--- config.mk ---
export PLATFORM = sky130hd
export DESIGN_NAME = usr_frame_rx
export DESIGN_NICKNAME = d
export VERILOG_FILES = /design/src/rtl/usr_frame_rx.sv
export SDC_FILE = /design/constraint.sdc
export NUM_CORES = 1
export LEC_CHECK = 0
export CAP_MARGIN = 20
export CELL_PAD_IN_SITES_DETAIL_PLACEMENT = 0
export CELL_PAD_IN_SITES_GLOBAL_PLACEMENT = 1
export CORE_MARGIN = 2
export CORE_UTILIZATION = 30
export DETAILED_ROUTE_END_ITERATION = 16
export GPL_TIMING_DRIVEN = 0
export MAX_ROUTING_LAYER = met4
export PLACE_DENSITY = 0.64
export SYNTH_ARGS = -nofsm -noshare
export SYNTH_HDL_FRONTEND = slang
export SYNTH_SLANG_ARGS = --single-unit
export TNS_END_PERCENT = 1
--- constraint.sdc ---
create_clock -name clk -period 2.9 [get_ports clk]
set_input_delay 0.58 -clock clk [delete_from_list [all_inputs] [get_ports clk]]
set_output_delay 0.58 -clock clk [all_outputs]
set_load 0.01 [all_outputs]
--- src/rtl/usr_frame_rx.sv ---
// usr_frame_rx: serial start/data/parity/stop frame receiver with one-entry valid/ready holding register
module usr_frame_rx #(
    parameter int WIDTH = 4
) (
    input  logic             clk,
    input  logic             rst,
    input  logic             sin,
    input  logic             bit_en,
    input  logic             pready,
    output logic [WIDTH-1:0] pout,
    output logic             pvalid,
    output logic             perr,
    output logic             ferr,
    output logic             ovr,
    output logic             busy
);
    localparam int CW = $clog2(WIDTH) + 1;
    localparam logic [CW-1:0] LAST = CW'(WIDTH - 1);

    typedef enum logic [2:0] {IDLE, DATA, PARITY, STOP, WAIT_HIGH} state_t;

    state_t           state, state_n;
    logic [WIDTH-1:0] shreg;
    logic [CW-1:0]    cnt;
    logic             pbit;
    logic             done;
    logic             free;

    assign done = bit_en && state == STOP;
    assign free = !pvalid || pready;

    // Next-state: only strobed cycles advance the frame.
    always_comb begin
        state_n = state;
        if (bit_en)
            case (state)
                IDLE:      state_n = sin ? IDLE : DATA;
                DATA:      state_n = (cnt == LAST) ? PARITY : DATA;
                PARITY:    state_n = STOP;
                STOP:      state_n = sin ? IDLE : WAIT_HIGH;
                WAIT_HIGH: state_n = sin ? IDLE : WAIT_HIGH;
                default:   state_n = IDLE;
            endcase
    end

    // State register, registered busy, and the deserializer datapath.
    always_ff @(posedge clk or posedge rst) begin
        if (rst) begin
            state <= IDLE;
            busy  <= 1'b0;
            shreg <= '0;
            cnt   <= '0;
            pbit  <= 1'b0;
        end else begin
            state <= state_n;
            busy  <= state_n != IDLE;
            if (bit_en && state == IDLE && !sin)
                cnt <= '0;
            if (bit_en && state == DATA) begin
                shreg <= {shreg[WIDTH-2:0], sin};
                cnt   <= cnt + CW'(1);
            end
            if (bit_en && state == PARITY)
                pbit <= sin;
        end
    end

    // Holding register: load on completion when free, drop with ovr when occupied, clear on consume.
    always_ff @(posedge clk or posedge rst) begin
        if (rst) begin
            pout   <= '0;
            pvalid <= 1'b0;
            perr   <= 1'b0;
            ferr   <= 1'b0;
            ovr    <= 1'b0;
        end else begin
            ovr <= done && !free;
            if (done && free) begin
                pout   <= shreg;
                perr   <= ^{shreg, pbit};
                ferr   <= !sin;
                pvalid <= 1'b1;
            end else if (pvalid && pready) begin
                pvalid <= 1'b0;
            end
        end
    end
endmodule

# == Word level (Yosys, flattened, before mapping) ==
# Cells that the tools add are included.
# word_totals
ff_bits,20
inputBits,5
# classes
n_addsub,1
n_eq_ne,5
muxes,9
reduce_logical,18
# ops
op,count
2-to-1 mux 3 bit,4
case mux 3 bit (4 select lines),1
== test 3 x 2 -> 1 bit (second input constant),3
logical AND 1 bit,8
XOR reduction 5 bit,1
nonzero test 2 bit,2
adder 3 x 1 -> 3 bit (second input constant),1
== test 3 x 1 -> 1 bit (second input constant),1
== test 3 bit (second input constant),1
zero test 1 bit,3
zero test 3 bit,1
2-to-1 mux 1 bit,3
nonzero test 3 bit,1
2-to-1 mux 2 bit,1
OR reduction 2 bit,1
logical OR 1 bit,1

# == Logic depth before layout (Yosys ltp) ==
# logic_depth
word_depth,5
mapped_depth,6
ltp_nobuf,6

# == Least setup slack after synthesis ==
# Ideal clock, no wire load.
# synth_path
path_type,input port to flip-flop
start,input port bit_en
end,register ferr
t_arrival_ps,1322
required_time_ps,2775
path_slack_ps,1454
path_stages,4
n_path_buf,1
path_cell_list,nand4b_1 > nor2b_1 > buf_2 > mux2_2
# synth_between
elab_chain_cells,2
# synth_lines
element,line,rtl
from (decl),8,"input logic bit_en,"
logical AND 1 bit,29,assign done = bit_en && state == STOP;
logical AND 1 bit,78,if (done && free) begin
to (signal assigned),81,ferr <= !sin;
to (decl),13,"output logic ferr,"
# Every way passes these cells.
# A chain may end at the register's enable or synchronous reset.

# == Worst setup path after layout ==
# layout_path
start,input port bit_en
end,register perr
# layout_between
elab_chain_cells,2
# layout_lines
element,line,rtl
logical AND 1 bit,29,
logical AND 1 bit,78,
to (signal assigned),80,"perr <= ^{shreg, pbit};"
to (decl),12,"output logic perr,"
# Every way passes these cells.

==> qor.yml <==
status:
  status: "complete, no violations"
clock_tree:
  cts_root_buffer: "clkbuf_4"
  cts_sinks: 20
  cts_resized: 0
  insertion_delay_ns: 0.30
  cts-htree-levels: 1
  cts_buffers: 3
  cts_hold_buffers: 0
  cts_setup_buffers: 0
  cts_tree: "built"
  clk_pin_slew_ns: 0.11
  cts_max_path_buffers: 2
global_routing:
  antenna_found_initial: 0
  grt_pass1_vias: 519
  grt_start_max_net_pins: 21
  grt_overflow: 0
  grt_usage_pct: 10.19
  grt_pass1_wl_mm: 2.477
setup_path:
  worstPathArrival_ns: 2.08
  cp.required_ns: 3.09
  r2r-start: "state[2]$_DFF_PP0_"
  path_buf_inv: 2
  setup.worst_path.start: "bit_en"
  critPathLaunchType: "input pin"
  reg2reg_to: "perr$_DFFE_PP0P_"
  slowest_stage: "clkdlybuf4s50_1"
  path_class: "in2reg"
  crit_chain: "clkdlybuf4s50_1, nand4b_1, nor2b_1, buf_2, mux2_2"
  max_stage_delay_ns: 0.60
  worstRegToRegCells: 4
  path_max_fanout: 6
  rrSetupSlack_ns: 1.41
  end_kind: "flop"
  crit_family: "buffers and inverters"
die:
  core_sq_um: 2781
  die_x_microns: 58.15
  die_h_microns: 58.15
  die-area_sq_um: 3381
  start_util_pct: 31.62
  row_count: 19
  io_pins: 14
sta:
  fmax_mhz: 529.1
  setup_viol: 0
  post-route-min-period_ns: 1.890
  hold_viol_final: 0
  relSlewSlack_pct: 51.42
  worst_pin_slew_ns: 0.7279
  rsz0062_at_grt: "false"
  hold_slack_ns: 0.5179
  slew_violations: 0
  finClkSkew_ns: 0.003170
  post-route-period-util_pct: 65.17
  fin_tns_setup_ns: 0
final_layout:
  drive_gt1_share_pct: 24.10
  antenna_cells: 0
  most-common-layout-cells: "dfrtp_1, clkdlybuf4s50_1, mux2_2"
  mostFrequentLayoutCell: "dfrtp_1"
  utilization_pct: 39.00
  finalNetCount: 91
  syn_to_final_growth_pct: 23.33
  stdcell_area_sq_um: 1085
power_and_ir_drop:
  power.total_mw: 1.100
  switching_share_pct: 31.02
  power.static_leakage_nw: 0.4858
  p_switching_mw: 0.3414
  ir_drop_mv: 0.6936
  intPower_mw: 0.7590
  powerDensity_nw_per_um2: 1014
  combPwrFrac_pct: 42.5
  pwr-share-clk_pct: 14.3
  p_seq_share_pct: 43.1
synth:
  syn_inst: 66
  synth_top_area_cell: "dfrtp_1"
  ys_seq_area_share_pct: 56.90
  syn_nets: 73
  synth_area_leaders: "dfrtp_1, mux2_2, xnor2_1, a22o_1, ha_1"
  yosysTopAreaCellShare_pct: 56.90
  yosysWarnings: 0
  netlist_area_sq_um: 879.6
  yosys.cell_types.count: 21
  synth-seq-cells: 20
  avgSynthCellArea_sq_um: 13.33
place:
  finalWeightedCongestion: 0.7521
  port_buffers: 13
  hpwl_microns: 978.4
  placed_area_sq_um: 1049
route:
  drt-total-wl_mm: 1.339
  drt_pre_antenna_iters: 2
  ant_nets: 0
  wl_per_cell_microns: 11.75
  via_per_inst: 4.737
  vias: 540
  drcViolationCount: 0
  drtIter0Drc: 7
flow_run:
  maxCapViolCount: 0
worst_hold_path:
  hp-class: "reg2reg"
  hold-path-cell-count: 1
  hold_path_startpoint: "pout[2]$_DFFE_PP0P_"
  min_to: "pout[2]$_DFFE_PP0P_"
## worst max-delay path by stage
stage	slack [ns]	end	cells after the start
floorplan	1.45	ferr$_DFFE_PP0P_	4
global placement	0.70	pout[2]$_DFFE_PP0P_	5
detailed placement	0.68	perr$_DFFE_PP0P_	5
CTS	1.01	perr$_DFFE_PP0P_	5
global route	0.90	pout[2]$_DFFE_PP0P_	5
finish	1.01	perr$_DFFE_PP0P_	5
## worst reg2reg max path: cells and delay by family, from the launching register on
kind                   cells  cell delay [ns]
DFF                        1             0.44
and+or+nand+nor            2             0.40
muxes                      1             0.35
buffers and inverters      1             0.20
## per-stage QoR
stage	setup WS [ns]	cells
after floorplan	1.454	66
after global placement	0.7008	110
after detailed placement	0.6820	110
after CTS	1.010	114
after global routing	0.9049	114
final	1.010	114
## per-layer routing
metal  GRT usage, %  routed length [microns]
met1          13.62                      686
met2          13.64                      555
met3          4.241                       82
met4          3.987                       15
met5              -                        0
## cell type report
cell class | count | area (sq um)
Tap cell | 31 | 38.79
Timing Repair Buffer | 13 | 130.1
Inverter | 5 | 18.77
Multi-Input combinational cell | 39 | 347.8
Clock buffer | 4 | 36.28
Sequential cell | 20 | 500.5
Buffer | 2 | 12.51
Fill cell | 280 | 1697
## flip-flops by register name, indices dropped and copies added, names as in the netlist, 3 cells and up
register / flops
pout: 4
shreg: 4
state: 3
cnt: 3
## power by group through the flow
stage / Combinational, mW / Clock, mW / Sequential (mW)
final: 0.468 / 0.157 / 0.475
after global routing: 0.519 / 0.177 / 0.495
after CTS: 0.476 / 0.167 / 0.478
after detailed placement: 0.473 / 0 / 0.483
after global placement: 0.467 / 0 / 0.481
after floorplan: 0.315 / 0 / 0.488
## kinds of logic (layout without fill, tap and decap cells)
logic type / Yosys count / in the layout / synth area share, %
buf+inv: 7 / 24 / 3.556
flops: 20 / 20 / 56.90
simple gates: 12 / 12 / 9.817
mux: 12 / 12 / 15.36
compound gates: 9 / 9 / 7.540
fa+ha+maj: 2 / 2 / 2.844
xor+xnor: 4 / 4 / 3.983
## cell usage after synthesis, drive strengths merged
cell / count
o21ai: 2
buf: 2
nand4b: 1
o31a: 1
a22o: 3
nand2: 2
o22ai: 1
inv: 5
nand2b: 2
ha: 2
dfrtp: 20
xnor2: 4
or3: 1
nor3b: 2
o31ai: 2
nor2: 3
nor2b: 1
mux2: 12
(Power assumes the default switching activity.)
